**config.mk**
```make
export PLATFORM = sky130hd
export DESIGN_NAME = ov7670_stream_tx
export DESIGN_NICKNAME = d
export VERILOG_FILES = /design/src/rtl/ov7670_stream_tx.sv
export SDC_FILE = /design/constraint.sdc
export NUM_CORES = 1
export LEC_CHECK = 0
export ABC_AREA = 1
export CORE_MARGIN = 2
export CORE_UTILIZATION = 52
export CTS_CLUSTER_DIAMETER = 50
export DETAILED_ROUTE_END_ITERATION = 10
export GPL_TIMING_DRIVEN = 0
export PLACE_DENSITY = 0.87
export SETUP_SLACK_MARGIN = 0.3
export SYNTH_ARGS = -nofsm -noshare
export SYNTH_HDL_FRONTEND = slang
export SYNTH_SLANG_ARGS = --single-unit
```
**constraint.sdc**
```tcl
create_clock -name pclk -period 4.2 [get_ports pclk]
set_input_delay 0.63 -clock pclk [delete_from_list [all_inputs] [get_ports pclk]]
set_output_delay 0.63 -clock pclk [all_outputs]
set_load 0.02 [all_outputs]
```
**src/rtl/ov7670_stream_tx.sv**
```systemverilog
// OV7670-style camera bus transmitter.
// Takes 24-bit RGB pixels from an AXI-Stream source and emits RGB565 bytes,
// high byte first, with vsync/href framing. Frame timing is free-running and
// never waits on the source: a missing pixel becomes two zero bytes.
module ov7670_stream_tx #(
    parameter int H_ACTIVE = 640,
    parameter int V_ACTIVE = 480,
    parameter int H_BLANK  = 144,
    parameter int V_SYNC   = 3,
    parameter int V_BACK   = 17,
    parameter int V_FRONT  = 10
) (
    input  logic        pclk,
    input  logic        resetn,
    input  logic        enable,
    input  logic        clear_flags,
    input  logic [31:0] s_axis_tdata,
    input  logic        s_axis_tvalid,
    input  logic        s_axis_tlast,
    output logic        s_axis_tready,
    output logic        vsync,
    output logic        href,
    output logic [7:0]  data,
    output logic        busy,
    output logic        frame_done,
    output logic        underflow,
    output logic        tlast_err
);

    localparam int L  = 2 * H_ACTIVE + H_BLANK;
    localparam int HW = $clog2(L);
    localparam int LW = 16;

    typedef enum logic [2:0] {IDLE, VSYNC, VBACK, ACTIVE, VFRONT} state_t;

    state_t        r_state, w_next;
    logic [HW-1:0] r_hcnt;
    logic [LW-1:0] r_lcnt, w_nlines;
    logic          w_line_end, w_state_end, w_inline, w_accept;
    logic          w_idx_last, w_underflow_ev, w_tlast_ev;
    logic [7:0]    w_byte0, w_byte1, r_byte1, r_data;
    logic          r_vsync, r_href, r_frame_done, r_underflow, r_tlast_err;
    logic          w_unused_bits;

    assign w_line_end  = (r_hcnt == HW'(L - 1));
    assign w_state_end = w_line_end && (r_lcnt == w_nlines - LW'(1));

    // In-line means the first 2*H_ACTIVE cycles of an ACTIVE line; even cycles take a pixel.
    assign w_inline       = (r_state == ACTIVE) && (r_hcnt < HW'(2 * H_ACTIVE));
    assign s_axis_tready  = w_inline && !r_hcnt[0];
    assign w_accept       = s_axis_tready && s_axis_tvalid;
    assign w_idx_last     = (r_hcnt[HW-1:1] == (HW-1)'(H_ACTIVE - 1));
    assign w_underflow_ev = s_axis_tready && !s_axis_tvalid;
    assign w_tlast_ev     = w_accept && (s_axis_tlast != w_idx_last);

    // RGB565 packing: {R[7:3],G[7:5]} then {G[4:2],B[7:3]}
    assign w_byte0 = {s_axis_tdata[23:19], s_axis_tdata[15:13]};
    assign w_byte1 = {s_axis_tdata[12:10], s_axis_tdata[7:3]};
    assign w_unused_bits = &{1'b0, s_axis_tdata[31:24], s_axis_tdata[18:16],
                             s_axis_tdata[9:8], s_axis_tdata[2:0]};

    // Number of line periods spent in the current state
    always_comb begin
        w_nlines = '0;
        case (r_state)
            VSYNC:   w_nlines = LW'(V_SYNC);
            VBACK:   w_nlines = LW'(V_BACK);
            ACTIVE:  w_nlines = LW'(V_ACTIVE);
            VFRONT:  w_nlines = LW'(V_FRONT);
            default: w_nlines = '0;
        endcase
    end

    // Next-state logic; a started frame always runs to the end of VFRONT
    always_comb begin
        w_next = r_state;
        case (r_state)
            IDLE:    if (enable)      w_next = VSYNC;
            VSYNC:   if (w_state_end) w_next = VBACK;
            VBACK:   if (w_state_end) w_next = ACTIVE;
            ACTIVE:  if (w_state_end) w_next = VFRONT;
            VFRONT:  if (w_state_end) w_next = enable ? VSYNC : IDLE;
            default: w_next = IDLE;
        endcase
    end

    // State register
    always_ff @(posedge pclk) begin
        if (!resetn) r_state <= IDLE;
        else         r_state <= w_next;
    end

    // Horizontal counter wraps each line; line counter restarts on every state change
    always_ff @(posedge pclk) begin
        if (!resetn || r_state == IDLE) begin
            r_hcnt <= '0;
            r_lcnt <= '0;
        end else begin
            r_hcnt <= w_line_end ? '0 : r_hcnt + HW'(1);
            r_lcnt <= w_state_end ? '0 : (w_line_end ? r_lcnt + LW'(1) : r_lcnt);
        end
    end

    // Registered camera bus: byte0 follows the accept cycle, byte1 the cycle after
    always_ff @(posedge pclk) begin
        if (!resetn) begin
            r_vsync      <= 1'b0;
            r_href       <= 1'b0;
            r_data       <= 8'h00;
            r_frame_done <= 1'b0;
        end else begin
            r_vsync      <= (r_state == VSYNC);
            r_href       <= w_inline;
            r_frame_done <= (r_state == VFRONT) && w_state_end;
            if (s_axis_tready) r_data <= s_axis_tvalid ? w_byte0 : 8'h00;
            else if (w_inline) r_data <= r_byte1;
            else               r_data <= 8'h00;
        end
    end

    // Second byte of the pixel held for the phase-1 cycle
    always_ff @(posedge pclk) begin
        if (s_axis_tready) r_byte1 <= s_axis_tvalid ? w_byte1 : 8'h00;
    end

    // Sticky error flags; a new event beats a simultaneous clear
    always_ff @(posedge pclk) begin
        if (!resetn) begin
            r_underflow <= 1'b0;
            r_tlast_err <= 1'b0;
        end else begin
            if (w_underflow_ev)   r_underflow <= 1'b1;
            else if (clear_flags) r_underflow <= 1'b0;
            if (w_tlast_ev)       r_tlast_err <= 1'b1;
            else if (clear_flags) r_tlast_err <= 1'b0;
        end
    end

    assign vsync      = r_vsync;
    assign href       = r_href;
    assign data       = r_data;
    assign busy       = (r_state != IDLE);
    assign frame_done = r_frame_done;
    assign underflow  = r_underflow;
    assign tlast_err  = r_tlast_err;

endmodule

```
==> results summary <==
The flow ran to the end, and the final reports show no timing, DRC or antenna violations. The horizontal die dimension is 78.30 um. The final total negative setup slack came out at 0 ns.

The reported leakage power came out at 1.329 nW. The simple logic cell fraction of the synthesized area came out at 36.70%. The number of gates resized after cts came out at 0. The final hold slack came out at 0.4727 ns. Among all cell types in the netlist, the one instantiated most often is nand2_1.

The starting density of the core is 53.10%. The number of pins with negative max-slew slack in the final report is 0. Together, buffers and inverters on the worst path number 2. The post-synthesis instance area is 2870 sq um. TritonCTS built the clock tree. The critical path is of the reg -> out type. The number of buffers added by the clock tree synthesis step came out at 5. The worst setup path is launched from a flip-flop. The period utilization came out at 81.67%.

The average instance in the mapped netlist occupies 7.436 sq um. In this run the biggest area consumer among cell types represents 29.99% of the synthesized area. The H-tree was split into 2 levels. The placeable core region came out at 5405 sq um.

The final standard cell count with taps included and fillers excluded is 501. Summed over all layers, the global routing overflow is 0. The number of port buffers is 35. The share of layout cells above drive strength 1 came out at 12.59%.

In the synthesized netlist the async set-or-reset flop fraction comes to 0%. The maximum fanout encountered on the critical timing path came out at 10. For this run, the leading register cell type out of synthesis is dfxtp_1. Counting distinct cell types in the post-synthesis netlist gives 38. Counting instances in the post-synthesis netlist gives the leading cell types as nand2_1, inv_1, dfxtp_1. The largest net degree at the start of global routing came out at 17. The number of nets produced by synthesis is 431. The kind of end point of the critical path is a primary output.

The most common cell type on the critical path is nor2_1. Global routing used 27.90% of the available met1 tracks. The placement-stage worst setup slack came out at 1.144 ns.

The total power per unit cell area is 522.8 nW/um^2. The worst endpoint required time is 3.57 ns. The detailed placement HPWL is 4.818 mm.

Once layout is complete, the utilization of the core stands at 63.33%. The post-synthesis sequential area ratio came out at 38.36%. The buffers inserted during post-CTS setup optimization is 0.

Hold repair after CTS inserted 0 buffers. The final critical-path required period is 3.430 ns. Timing would allow up to 0.2915 GHz. The number of nets with antenna violations after routing came out at 0.

Dividing the detail-routed wire length by the instance count gives 12.53 um. Setup repair after global routing left no endpoint under its margin. Measured in cells, the most critical reg-to-reg path has a length of 18. The number of warnings printed during yosys synthesis came out at 0. The worst-case clock skew is 0.006022 ns. The number of endpoints with negative hold slack in the final report came out at 0. The number of iterations in the first detailed-routing pass came out at 4.

The number of clock sinks came out at 51. The detailed-route via count is 2551. 53 I/O pins were placed. The arithmetic-cell share of the synthesized area counting full adders, half adders and majority gates is 3.051%. The global-route total usage across every layer is 21.77%. The family of cells with the greatest summed delay on the critical path is simple AND/OR/NAND/NOR gates. The initial antenna violation count is 0. After the last flow step, the layout net total stands at 473. The critical path crosses 5 cells after its start point. The signed area change from the synthesized netlist to the final layout is 19.27%. The routed wire length came out at 6.279 mm. After synthesis the netlist holds a flip-flop and latch count of 51. Of all cell types, the one taking the most synthesized area is dfxtp_1.

The worst-case clock buffer depth came out at 2. The die covers 6130 sq um. The met3 usage is 3.908%. The root buffer cell chosen for the clock tree is clkbuf_8. The number of cells on the worst hold path is 2. The global-route wire length before repair is 10.62 mm. Setup violations remaining at the end of the flow were counted as 0. The number of placed instances, taps included, is 493. The number of global-route vias before repair came to 2416. The most heavily used metal layer in global routing is met2. The number of fill cells in the layout is 466. The vertical extent of the die is 78.30 um. For this run, the slowest stage of the critical path takes 0.75 ns.

Clock-pin slew was measured on the worst setup and hold paths at 0.09 ns. Ranked by total cell area, the synthesized netlist is headed by dfxtp_1, nand2_1, edfxtp_1, inv_1, nor2_1. The number of instances in the synthesized netlist is 386.

The multiplexer area fraction after synthesis came out at 0%. The worst-case setup margin in the final layout is 0.7700 ns. The worst hold path belongs to the class reg -> reg. The clock latency of the later-clocked register in the worst-skew pair came out at 0.31 ns. The global-route track usage on met2 came out at 35.86%. The count of flip-flops with a built-in enable after synthesis is 8. The residual DRC count is 0. After synthesis, the largest family of logic cells by area is simple AND/OR/NAND/NOR gates.

The relative slew slack is 42.23%. In this run, the number of DRC markers left after iteration 0 of detailed routing was 136. The endpoint arrival time on the critical path came out at 2.80 ns. Summing the areas of all xor and xnor instances in the mapped netlist gives 3.662% of the synthesized area. The peak supply drop came out at 0.0002540 V. The number of maximum-capacitance constraint violations came out at 0.

The slowest stage of the critical path is the clkdlybuf4s50_1 cell. The count of inserted antenna diode cells is 0. The site row count is 27. The post-detailed-route via-to-cell ratio came out at 5.092. The actual transition at the worst max-transition pin came out at 0.8633 ns. The share of the synthesized area in compound gates (AO/OA/AOI/OAI) is 9.111%. The final estimated routing congestion in global placement came out at 0.8771. The critical path goes through nand3_2, nor2_1, inv_1, nor2_1, clkdlybuf4s50_1.
logic make-up after synthesis:
family	after synthesis
flip-flops	51
buffers and inverters	65
XOR/XNOR	12
AO/OA/AOI/OAI	43
AND/OR/NAND/NOR	208
adder cells (fa/ha/maj)	7
power by group:
part	total, mW	switching [mW]	internal [mW]
Combinational	0.885	0.541	0.344
Sequential	0.562	0.0316	0.531
Clock	0.343	0.166	0.178
cell usage in the layout (no fill, tap or decap), drive strengths merged, types with 6 or more instances in the layout:
cell type      instances
nand2                112
inv                   60
nor2                  47
dfxtp                 43
clkdlybuf4s50         35
a21oi                 29
nand3                 19
nor3                  11
nand4                  9
edfxtp                 8
o21ai                  8
clkbuf                 8
xor2                   7
ha                     7
nor4                   6
area by class of cell:
type | instances | area [sq um] | area share, %
Buffer | 5 | 36.28 | 1.060
Clock buffer | 5 | 68.82 | 2.010
Clock inverter | 3 | 43.79 | 1.279
Inverter | 60 | 225.2 | 6.579
Multi-Input combinational cell | 270 | 1508 | 44.04
Sequential cell | 51 | 1101 | 32.16
Tap cell | 72 | 90.09 | 2.632
Timing Repair Buffer | 35 | 350.3 | 10.23
sequential cells by signal, summed over array words and instances, names as in the netlist, 3 cells and up:
register	count
r_lcnt	16
r_hcnt	11
data	8
r_byte1	8
r_state	3
path summary, 6_finish.rpt:
path                                start                 endpoint  slack [ns]
hold / removal     tlast_err$_SDFFE_PN0P_   tlast_err$_SDFFE_PN0P_        0.47
hold reg to reg    tlast_err$_SDFFE_PN0P_   tlast_err$_SDFFE_PN0P_        0.47
setup / recovery  r_state[1]$_SDFFE_PN0P_            s_axis_tready        0.77
setup reg to reg  r_state[1]$_SDFFE_PN0P_  r_lcnt[13]$_SDFFE_PP0P_        1.37
routing by layer:
| metal | vias up | part of all wire (%) | wire, um |
|---|---|---|---|
| met3 | 16 | 3.1 | 197 |
| met1 | 1166 | 46 | 2888 |
| met2 | 56 | 49 | 3051 |
| met4 | 0 | 2.2 | 141 |
| li1 | 1313 | - | - |
| met5 | - | 0 | 0 |
worst register-to-register path, stage by stage, from the launching register on:
cell and delay (ns):
dfxtp_1 0.52, nand3_2 0.19, nand2_4 0.14, inv_1 0.08
ha_1 0.29, nand3_4 0.12, inv_1 0.05, ha_1 0.31
nand2_1 0.08, inv_1 0.04, nor2_1 0.07, nand2_1 0.06
nor2_1 0.08, nand2_1 0.08, nor2_4 0.11, nand4_4 0.13
nand2_4 0.14, buf_12 0.17, nor2_4 0.05
stage by stage:
step	power (mW)	cell area [sq um]
after global placement	1.406	3311
final	1.790	3423
after floorplan	1.265	2870
after CTS	1.792	3423
after global routing	1.933	3423
after detailed placement	1.441	3311
(Power assumes the default switching activity.)
